[config.mk]
export PLATFORM = sky130hd
export DESIGN_NAME = writeback_queue
export DESIGN_NICKNAME = d
export VERILOG_FILES = /design/src/rtl/writeback_queue.sv
export SDC_FILE = /design/constraint.sdc
export NUM_CORES = 1
export LEC_CHECK = 0
export ABC_AREA = 0
export ABC_CLOCK_PERIOD_IN_PS = 3500
export CAP_MARGIN = 15
export CORE_AREA = 2 2 106 134
export CTS_CLUSTER_DIAMETER = 80
export CTS_CLUSTER_SIZE = 30
export DETAILED_ROUTE_END_ITERATION = 7
export DIE_AREA = 0 0 108 136
export GPL_ROUTABILITY_DRIVEN = 0
export GPL_TIMING_DRIVEN = 0
export PLACE_DENSITY = 0.64
export SLEW_MARGIN = 20
export SYNTH_ARGS = -nofsm -noshare
export SYNTH_HDL_FRONTEND = slang
export SYNTH_SLANG_ARGS = --single-unit
[constraint.sdc]
create_clock -name clk -period 3.5 [get_ports clk]
set_clock_uncertainty 0.2 [all_clocks]
set_input_delay 0.7 -clock clk [delete_from_list [all_inputs] [get_ports clk]]
set_output_delay 0.7 -clock clk [all_outputs]
set_load 0.05 [all_outputs]
[src/rtl/writeback_queue.sv]
// writeback_queue
//   Collects register writeback requests from the memory and ALU stages and
//   drives the register file's single write port one entry per cycle.
//   Up to two requests can be accepted per cycle (memory first, then ALU).
//   A per-register pending map tells decode which writes are still in flight.
//
//   Optional feature: define WBQ_FORWARD_EN to build the forwarding lookup
//   (fwd_hit/fwd_data). Without it, both outputs are tied to zero and
//   fwd_addr is ignored.
module writeback_queue #(
  parameter int DEPTH  = 4,
  parameter int DATA_W = 16,
  parameter int ADDR_W = 3
) (
  input  logic                    clk,
  input  logic                    rst,
  input  logic                    mem_valid,
  input  logic [ADDR_W-1:0]       mem_addr,
  input  logic [DATA_W-1:0]       mem_data,
  input  logic                    alu_valid,
  input  logic [ADDR_W-1:0]       alu_addr,
  input  logic [DATA_W-1:0]       alu_data,
  output logic                    stall,
  output logic                    write_enable,
  output logic [ADDR_W-1:0]       write_addr,
  output logic [DATA_W-1:0]       write_data,
  output logic [(1<<ADDR_W)-1:0]  pending,
  input  logic [ADDR_W-1:0]       fwd_addr,
  output logic                    fwd_hit,
  output logic [DATA_W-1:0]       fwd_data
);

  localparam int PTR_W = (DEPTH > 1) ? $clog2(DEPTH) : 1;
  localparam int CNT_W = PTR_W + 1;   // holds 0..DEPTH

  // ---------------------------------------------------------------------------
  // Queue state
  // ---------------------------------------------------------------------------
  logic [ADDR_W-1:0] addr_mem [DEPTH];
  logic [DATA_W-1:0] data_mem [DEPTH];
  logic [PTR_W-1:0]  head;
  logic [PTR_W-1:0]  tail;
  logic [CNT_W-1:0]  count;

  // ---------------------------------------------------------------------------
  // Push / pop decisions (all derived from registered count, never from rst)
  // ---------------------------------------------------------------------------
  logic             push_mem;
  logic             push_alu;
  logic             pop;
  logic [PTR_W-1:0] alu_slot;
  logic [CNT_W-1:0] n_push;

  // Stall whenever fewer than two entries are free, so an accepted cycle can
  // always take both requests without checking them individually.
  assign stall    = (CNT_W'(DEPTH) - count) < CNT_W'(2);

  assign push_mem = mem_valid & ~stall;
  assign push_alu = alu_valid & ~stall;
  assign pop      = (count != '0);

  // Memory is the older instruction, so it takes the tail slot and ALU the
  // one after it; the ALU value is therefore written last for equal addresses.
  assign alu_slot = tail + PTR_W'(push_mem);
  assign n_push   = CNT_W'(push_mem) + CNT_W'(push_alu);

  // Entry storage: write accepted requests at the tail.
  // NOTE: the storage array has no reset; count/head decide which slots are
  // valid, so stale contents are never observed and the array stays plain RAM.
  always_ff @(posedge clk) begin
    if (!rst) begin
      if (push_mem) begin
        addr_mem[tail]     <= mem_addr;
        data_mem[tail]     <= mem_data;
      end
      if (push_alu) begin
        addr_mem[alu_slot] <= alu_addr;
        data_mem[alu_slot] <= alu_data;
      end
    end
  end

  // Pointer and occupancy update; pointers wrap naturally at DEPTH.
  // NOTE: sequential state uses non-blocking assignments so every register
  // samples the pre-edge values, independent of statement order.
  always_ff @(posedge clk) begin
    if (rst) begin
      head  <= '0;
      tail  <= '0;
      count <= '0;
    end else begin
      head  <= head + PTR_W'(pop);
      tail  <= tail + PTR_W'(n_push);
      count <= count + n_push - CNT_W'(pop);
    end
  end

  // Output stage: present the popped head to the register file for one cycle;
  // address and data hold their last values while idle.
  always_ff @(posedge clk) begin
    if (rst) begin
      write_enable <= 1'b0;
      write_addr   <= '0;
      write_data   <= '0;
    end else if (pop) begin
      write_enable <= 1'b1;
      write_addr   <= addr_mem[head];
      write_data   <= data_mem[head];
    end else begin
      write_enable <= 1'b0;
    end
  end

  // ---------------------------------------------------------------------------
  // Pending map: every valid queue slot plus the issuing output stage.
  // ---------------------------------------------------------------------------
  logic [PTR_W-1:0] pend_idx;

  // Scan slots head..head+count-1 and flag their destination registers.
  // NOTE: combinational blocks use blocking assignments and give every output
  // a default first, so no path leaves a value unassigned and no latch appears.
  always_comb begin
    pending  = '0;
    pend_idx = head;
    if (write_enable) pending[write_addr] = 1'b1;
    for (int k = 0; k < DEPTH; k++) begin
      pend_idx = head + PTR_W'(k);
      if (CNT_W'(k) < count) pending[addr_mem[pend_idx]] = 1'b1;
    end
  end

  // ---------------------------------------------------------------------------
  // Forwarding lookup
  // ---------------------------------------------------------------------------
`ifdef WBQ_FORWARD_EN
  logic [PTR_W-1:0] fwd_idx;

  // Oldest-to-newest scan where each later match overrides an earlier one:
  // the output stage is oldest, then head up to tail-1, so the newest wins.
  always_comb begin
    fwd_hit  = 1'b0;
    fwd_data = '0;
    fwd_idx  = head;
    if (write_enable && (write_addr == fwd_addr)) begin
      fwd_hit  = 1'b1;
      fwd_data = write_data;
    end
    for (int k = 0; k < DEPTH; k++) begin
      fwd_idx = head + PTR_W'(k);
      if ((CNT_W'(k) < count) && (addr_mem[fwd_idx] == fwd_addr)) begin
        fwd_hit  = 1'b1;
        fwd_data = data_mem[fwd_idx];
      end
    end
  end
`else
  // Forwarding not built: constant outputs, lookup address ignored.
  logic unused_fwd_addr;
  assign unused_fwd_addr = ^fwd_addr;
  assign fwd_hit         = 1'b0;
  assign fwd_data        = '0;
`endif

endmodule

# Word-level counts from Yosys, hierarchy flattened
# Memory sizes are Yosys's and may differ from the RTL's. A register that Yosys moved wholly into a read port is not among the register bits.
# Index checks and enable logic that the tools add are counted.
[op_classes]
mux = 23
magnitude_cmp = 15
n_addsub = 10
n_reduce_logical = 6
bitwise = 7
[op_table]
columns = ["op", "n"]
rows = [
  ["8-bit two-way mux", 5],
  ["8-bit bitwise OR", 4],
  ["3-bit by 4-bit less-than comparator with 1-bit output, second input constant", 5],
  ["1-bit demux with 3-bit select", 5],
  ["3-bit by 1-bit greater-or-equal comparator with 1-bit output, second input constant", 5],
  ["1-bit two-way mux", 12],
  ["1-bit by 3-bit less-than comparator with 1-bit output, first input constant", 2],
  ["2-bit by 3-bit less-than comparator with 1-bit output, first input constant", 2],
  ["1-bit logical AND", 5],
  ["2-bit by 1-bit adder with 2-bit output", 2],
  ["2-bit adder, second input constant", 2],
  ["3-bit by 2-bit adder with 3-bit output", 1],
  ["3-bit by 2-bit less-than comparator with 1-bit output, second input constant", 1],
  ["3-bit nonzero test", 1],
  ["3-bit by 1-bit subtractor with 3-bit output", 1],
  ["3-bit subtractor, first input constant", 1],
  ["1-bit by 1-bit adder with 2-bit output", 1],
  ["2-bit by 1-bit adder with 2-bit output, second input constant", 1],
  ["2-bit adder", 1],
  ["1-bit bitwise AND", 2],
  ["2-bit two-way mux", 1],
  ["1-bit NOT", 1],
]
[totals]
register_bits = 11
wordCells = 68
ramBits = 76
input_bits = 45
n_memories = 2
[memory_table]
columns = ["memory", "words", "word_bits", "rd", "rd_clocked_by_memory_dff", "wr", "line", "text"]
rows = [
  ["data_mem", 4, 16, 1, 1, 2, "40", "logic [DATA_W-1:0] data_mem [DEPTH];"],
  ["addr_mem", 4, 3, 4, 1, 2, "39", "logic [ADDR_W-1:0] addr_mem [DEPTH];"],
]

# Longest topological paths before layout
# Gate-level depths: netlist (run 1).
[depth]
ltp_word = 13
mapped_depth = 14
mapped_depth_nobuf = 14

# Worst setup path after synthesis (run 1)
# Ideal clock, no wire load.
[synth_path]
path_type = "flip-flop to flip-flop"
from = "register count[2]"
to = "memory addr_mem[2][0] (enable)"
t_arrival_ps = 3441
period_less_slack_ps = 4066
stages_incl_launch_ff = 11
setup_ps = 425
required_ps = 2875
slack_ps = -566
cell_sequence = "dfxtp_1 -> clkbuf_1 -> inv_1 -> ha_1 -> nor2b_1 -> nor2b_1 -> ha_1 -> nor4b_1 -> nand2b_1 -> clkbuf_1 -> o31ai_1"
[synth_rtl]
columns = ["item", "line", "text"]
rows = [
  ["from (decl)", "43", "logic [CNT_W-1:0] count;"],
  ["from (signal assigned)", "94", "count <= count + n_push - CNT_W'(pop);"],
  ["to (decl)", "39", ""],
]

# Worst setup path after layout (run 1)
[layout_path]
from = "register head[0]"
to = "output pending[7]"
[layout_between]
elab_chain_len = 12
elab_cells_between_ends = 25
cone_classes = "add/sub (3); order compare (6); mux (9); bitwise (3); reduce/logical (3); memory (1)"
[layout_lines]
columns = ["item", "line", "text"]
rows = [
  ["from (decl)", "41", "logic [PTR_W-1:0] head;"],
  ["from (signal assigned)", "92", "head <= head + PTR_W'(pop);"],
  ["2-bit by 1-bit adder with 2-bit output", "127", "pend_idx = head + PTR_W'(k);"],
  ["memory 4 x 3 bit (*)", "-", ""],
  ["3-bit by 4-bit less-than comparator with 1-bit output (not written as such) / 3-bit by 1-bit greater-or-equal comparator with 1-bit output (equally long branches)", "128", "if (CNT_W'(k) < count) pending[addr_mem[pend_idx]] = 1'b1;"],
  ["1-bit logical AND (not written as such)", "128", ""],
  ["1-bit two-way mux (not written as such)", "128", ""],
  ["1-bit demux with 3-bit select", "128", ""],
  ["8-bit bitwise OR (no source line)", "-", ""],
  ["8-bit two-way mux", "128", ""],
  ["8-bit bitwise OR (no source line)", "-", ""],
  ["8-bit two-way mux", "128", ""],
  ["8-bit bitwise OR (no source line)", "-", ""],
  ["8-bit two-way mux (*)", "128", ""],
  ["to (decl)", "27", "output logic [(1<<ADDR_W)-1:0] pending,"],
]
# Mark *: on every way between the ends. The rest lies on a longest branch, timed or not.

==> results of run 1 <==
layout make-up:
cell class              count  area share
flip-flops and latches    103      0.4001
multi-input cells         279      0.3664
repair buffers             81      0.1167
clock buffers              10     0.03387
plain buffers              39     0.03387
well taps                 175     0.03103
clock inverters             6     0.01277
inverters                  10    0.005320
power breakdown:
| group | switching (mW) | internal [mW] |
|---|---|---|
| clock | 0.453 | 0.651 |
| combinational | 1.97 | 1.33 |
| sequential | 0.185 | 1.69 |
cell usage after synthesis (2+ instances only):
| master | n | area share |
|---|---|---|
| a21oi_1 | 24 | 0.022 |
| a22oi_1 | 4 | 0.0054 |
| a31oi_1 | 2 | 0.0023 |
| a32oi_1 | 3 | 0.0047 |
| a41o_1 | 2 | 0.0036 |
| and3_1 | 3 | 0.0034 |
| buf_2 | 8 | 0.0072 |
| buf_4 | 17 | 0.023 |
| clkbuf_1 | 12 | 0.0081 |
| dfxtp_1 | 27 | 0.097 |
| edfxtp_1 | 76 | 0.41 |
| ha_1 | 9 | 0.020 |
| inv_1 | 10 | 0.0068 |
| mux2_1 | 2 | 0.0041 |
| mux2_2 | 74 | 0.15 |
| mux4_1 | 5 | 0.024 |
| mux4_2 | 23 | 0.093 |
| nand2_1 | 45 | 0.030 |
| nand3_1 | 7 | 0.0063 |
| nand3b_1 | 4 | 0.0054 |
| nand4_1 | 2 | 0.0023 |
| nor2_1 | 15 | 0.010 |
| nor2b_1 | 13 | 0.015 |
| nor3b_1 | 3 | 0.0041 |
| nor4b_1 | 2 | 0.0032 |
| o31ai_1 | 2 | 0.0027 |
| xnor2_1 | 5 | 0.0079 |
worst paths after layout:
check	to	startpoint
min reg2reg	write_data[0]$_SDFFE_PP0N_	write_data[0]$_SDFFE_PP0N_
max	pending[7]	head[0]$_SDFF_PP0_
max reg2reg	addr_mem[1][2]$_DFFE_PP_	count[1]$_SDFF_PP0_
min	write_data[0]$_SDFFE_PP0N_	write_data[0]$_SDFFE_PP0N_
cells in the final DEF, fill, tap and decap left out, types with 2 or more instances in the layout:
cell and n:
o31ai_4 2, buf_4 24, edfxtp_1 76, ha_1 9
a41o_4 2, xnor2_1 5, mux2_2 74, nand4_1 2
inv_1 10, nand3b_1 4, nand3_1 7, clkbuf_1 7
mux4_2 23, nor3b_1 3, conb_1 17, inv_6 2
a31oi_1 2, clkbuf_2 8, clkdlybuf4s15_2 2, nor2b_4 2
nor2_1 15, mux4_1 5, a22oi_1 4, clkdlybuf4s50_1 62
clkbuf_16 9, nand2_1 45, buf_12 4, a32oi_1 3
buf_2 7, bufinv_16 2, buf_6 2, dfxtp_1 27
and3_1 3, nor2b_1 12, a21oi_1 24, mux2_1 2
metal layers:
layer	part of all wire	global-route usage	vias up
met5	0	0	-
met4	0.024	0.07835	0
met3	0.048	0.03068	19
met2	0.55	0.3498	127
met1	0.37	0.2177	1831
li1	-	-	1756
state kept, by name, summed over array words and instances, names as in the netlist:
register and count:
data_mem 64, write_data 16, addr_mem 12, count 3, write_addr 3, head 2
tail 2, write_enable 1
critical path: stages (launching register included):
cell	delay, ns
dfxtp_1	0.36
buf_6	0.18
mux4_1	0.70
and3_1	0.22
or4_1	0.51
clkbuf_4	0.23
timing repair:
item	in CTS	in global routing
resized for setup	25	13
hold endpoints to repair	0	0
buffers inserted	0	9
setup endpoints to repair	86	114
logic make-up (layout without fill, tap and decap cells):
logic type	Yosys count	in the layout
and+or+nand+nor	104	104
muxes	104	104
xor gates and xnor gates	6	6
adders and majority gates	10	10
DFF	103	103
AOI/OAI and AO/OA	38	38
other	1	17
buffers and inverters	49	146
==> flow_metrics.tcl, run 1 <==
set metrics [dict create \
    synthArstFlopShare 0 \
    fmax_ghz 0.2910 \
    ys_seq_area_frac 0.5087 \
    dp_cells 678 \
    antenna_found_initial 0 \
    die_y_um 136 \
    vias 3733 \
    wire_per_inst_um 19.03 \
    gr-usage-all-layers 0.1904 \
    synth_compound_area_frac 0.04126 \
    fin_total_pwr_mw 6.284 \
    synthMuxAreaShare 0.2713 \
    critPathArrivalTime_ns 2.54 \
    dpl_cell_area_mm2 0.006590 \
    vias_per_cell 5.310 \
    ys_types 43 \
    htree_levels 3 \
    fin_tns_setup_ns 0 \
    synth_adder_area_share 0.02390 \
    finalHoldViolCount 0 \
    placementRows 48 \
    cp.required_ns 2.60 \
    whs_ns 0.2637 \
    setup_viol 0 \
    synth-edff-count 76 \
    fp.dieW_um 108 \
    syn2layout_area_growth_pct 27.15 \
    drt_wl_total_um 13380 \
    multiInputGateArea_mm2 0.002585 \
    nets 578 \
    final_area_mm2 0.007056 \
    hpwl_um 9227 \
    port_buffers 70 \
    leakage_nw 2.542 \
    clk_latency_ns 0.34 \
    powerDensity_mw_per_mm2 890.6 \
    synth_top_family_by_area "multiplexers" \
    drt_pre_antenna_iters 4 \
    grt_max_degree 20 \
    grt_pass1_wl_um 20820 \
    ios 91 \
    avgSynthCellArea_um2 13.37 \
    fillers 1163 \
    hold_path.class "register to register" \
    clock-root-buffer "clkbuf_16" \
    cts.hold.buffers_added 0 \
    drive_above_1_share 0.3220 \
    drtIter0Drc 176 \
    clkSlewWorstSetupHoldPaths_ns 0.07 \
    synthXorXnorAreaFrac 0.009470 \
    drcViolationCount 0 \
    synth-seq-cells 103 \
    report.final.slew_viol_count 0 \
    crit_type "register to output pin" \
    worst_slack_ns 0.06401 \
    clock_sinks 103 \
    outcome "finished, final reports clean" \
    ff2ff_path_depth 10 \
    synth_area_mm2 0.005549 \
    worst-path-max-fanout 10 \
    endpoint_kind "output pin" \
    synth-simple-area-share 0.09696 \
    antenna_cells 0 \
    netlist_instances 415 \
    drv_cap 0 \
    min_period_ns 3.436 \
    finalCritPeriodShare 0.9817 \
    regArea_mm2 0.002823 \
    synth-main-ff-cell "edfxtp_1" \
    initial_core_util 0.4106 \
    rrSetupSlack_ns 0.28 \
    first_global_vias 3865 \
    cts_made_buffers 9 \
    cts_tree "built" \
    relSlewSlack 0.4961 \
    cts.path.max_buffers 2 \
    final_util 0.5221 \
    dieArea_mm2 0.01469 \
    irDropWorstVdd_uv 486.7 \
    critPathLaunchType "register" \
    worst_pin_slew_ns 0.7558 \
    whs_path_depth 2 \
    placeableCoreArea_mm2 0.01351 \
    grt_overflow 0 \
    ant_nets 0 \
    stdcell_count 703 \
    dp_slack_ns -0.4083 \
    synth_warnings 0 \
]
No activity file was read; power rests on OpenSTA's default activity.
==> run 2: changes to the inputs <==
--- a/config.mk
+++ b/config.mk
@@ -16,7 +16,8 @@
 export GPL_ROUTABILITY_DRIVEN = 0
 export GPL_TIMING_DRIVEN = 0
 export PLACE_DENSITY = 0.64
-export SLEW_MARGIN = 20
+export SETUP_SLACK_MARGIN = 0.15
+export SLEW_MARGIN = 10
 export SYNTH_ARGS = -nofsm -noshare
 export SYNTH_HDL_FRONTEND = slang
 export SYNTH_SLANG_ARGS = --single-unit
==> run 2 against run 1 <==
  * Global-route usage is essentially flat
  * Cell area is 1.2% higher
  * Routed wire length increased by 1.7%
  * Highest routed layer unchanged
==> flow_metrics.tcl, run 2 (synthesis gave the netlist of run 1 again) <==
set metrics [dict create \
    ant_nets 0 \
    ff2ff_path_depth 11 \
    clock-root-buffer "clkbuf_16" \
    cts.hold.buffers_added 0 \
    grt_overflow 0 \
    min_to "write_data[0]$_SDFFE_PP0N_" \
    initial_core_util 0.4106 \
    rrSetupSlack_ns 0.38 \
    first_global_vias 3787 \
    ios 91 \
    antenna_found_initial 0 \
    placementRows 48 \
    min_from "write_data[0]$_SDFFE_PP0N_" \
    fmax_ghz 0.3011 \
    whs_ns 0.2642 \
    fin_tns_setup_ns 0 \
    cts_made_buffers 9 \
    drcViolationCount 0 \
    reg_top3 "data_mem: 64 flops, write_data: 16 flops, addr_mem: 12 flops" \
    hpwl_um 9247 \
    grt_pass1_wl_um 20760 \
    drt_wl_total_um 13610 \
    dieArea_mm2 0.01469 \
    nets 580 \
    port_buffers 70 \
    clkSlewWorstSetupHoldPaths_ns 0.07 \
    final_area_mm2 0.007137 \
    critPathLaunchType "register" \
    cts.path.max_buffers 2 \
    vias 3797 \
    endpoint_kind "output pin" \
    worst-path-max-fanout 5 \
    powerDensity_mw_per_mm2 888.1 \
    min_period_ns 3.321 \
    antenna_cells 0 \
    report.final.slew_viol_count 0 \
    reg2reg_from "count[0]$_SDFF_PP0_" \
    worst_pin_slew_ns 0.7405 \
    rsz0062_at_grt "yes" \
    largest_reg_flops 64 \
    layout_commonest_cell "edfxtp_1" \
    die_y_um 136 \
    crit_type "register to output pin" \
    fp.dieW_um 108 \
    wire_per_inst_um 19.30 \
    cts_tree "built" \
    dpl_cell_area_mm2 0.006606 \
    relSlewSlack 0.5063 \
    clk_latency_ns 0.35 \
    max_flop_register "data_mem" \
    placeableCoreArea_mm2 0.01351 \
    fillers 1179 \
    most-common-layout-cells "edfxtp_1, mux2_2, clkdlybuf4s50_1" \
    finalCritPeriodShare 0.9489 \
    drv_cap 0 \
    grt_max_degree 20 \
    whs_path_depth 2 \
    final_util 0.5281 \
    clock_sinks 103 \
    leakage_nw 2.553 \
    outcome "finished, final reports clean" \
    reg2reg_to "data_mem[1][2]$_DFFE_PP_" \
    cp.required_ns 2.60 \
    vias_per_cell 5.386 \
    htree_levels 3 \
    irDropWorstVdd_uv 509.0 \
    drtIter0Drc 191 \
    drive_above_1_share 0.3453 \
    syn2layout_area_growth_pct 28.61 \
    hold_path.class "register to register" \
    setup_viol 0 \
    critPathArrivalTime_ns 2.42 \
    drt_pre_antenna_iters 4 \
    gr-usage-all-layers 0.1905 \
    finalHoldViolCount 0 \
]
-- run 2: worst max-delay path by stage --
stage / start / endpoint / slack, ns / depth (start not counted)
floorplan: count[2]$_SDFF_PP0_ / addr_mem[2][0]$_DFFE_PP_ / 0.18 / 10
global placement: rst / data_mem[0][15]$_DFFE_PP_ / -0.73 / 5
detailed placement: mem_valid / data_mem[1][15]$_DFFE_PP_ / -0.39 / 7
CTS: head[0]$_SDFF_PP0_ / pending[7] / 0.07 / 5
global route: head[0]$_SDFF_PP0_ / pending[7] / 0.12 / 6
finish: head[0]$_SDFF_PP0_ / pending[7] / 0.18 / 6
-- run 2: what timing repair did --
item                                    CTS  global route
gates cloned                              0             1
buffers inserted                          3             7
endpoints found under the setup margin  123           142
gates resized for setup                  37            33
pin swaps                                 0             1
-- run 2: where the power goes --
group	leakage (nW)	switching [mW]	internal (mW)
Sequential	0.917	0.190	1.70
Clock	0.148	0.446	0.575
Combinational	1.49	2.00	1.43
Total	2.55	2.64	3.70
-- run 2: layout make-up --
type                            instances  area [µm²]  share of cell area
Buffer                                 39       257.7             0.03612
Clock buffer                           11       242.7             0.03401
Clock inverter                          5       56.30            0.007889
Inverter                               10       37.54            0.005259
Multi-Input combinational cell        279        2604              0.3648
Sequential cell                       103        2828              0.3962
Tap cell                              175       219.0             0.03068
Timing Repair Buffer                   83       892.1              0.1250
-- run 2: layer usage --
layer  wire length, µm  track usage  share of wire
met1              5220       0.2269           0.38
met2              7617       0.3498           0.56
met3               546      0.02828          0.040
met4               226      0.06197          0.017
met5                 0            0              0
-- run 2: worst max-delay path, cell delays in order (launching register included) --
cell     delay (ns)
dfxtp_4        0.38
buf_8          0.13
mux4_2         0.54
nor2b_4        0.17
and3_4         0.19
or4_4          0.51
buf_8          0.17
-- run 2: stage by stage --
| step | setup slack [ns] | cells | total power, mW |
|---|---|---|---|
| after CTS | 0.06747 | 697 | 6.200 |
| after global placement | -0.7290 | 676 | 5.059 |
| after detailed placement | -0.3910 | 678 | 5.163 |
| after floorplan | 0.1827 | 431 | 4.163 |
| final | 0.1790 | 705 | 6.338 |
| after global routing | 0.1164 | 705 | 6.678 |
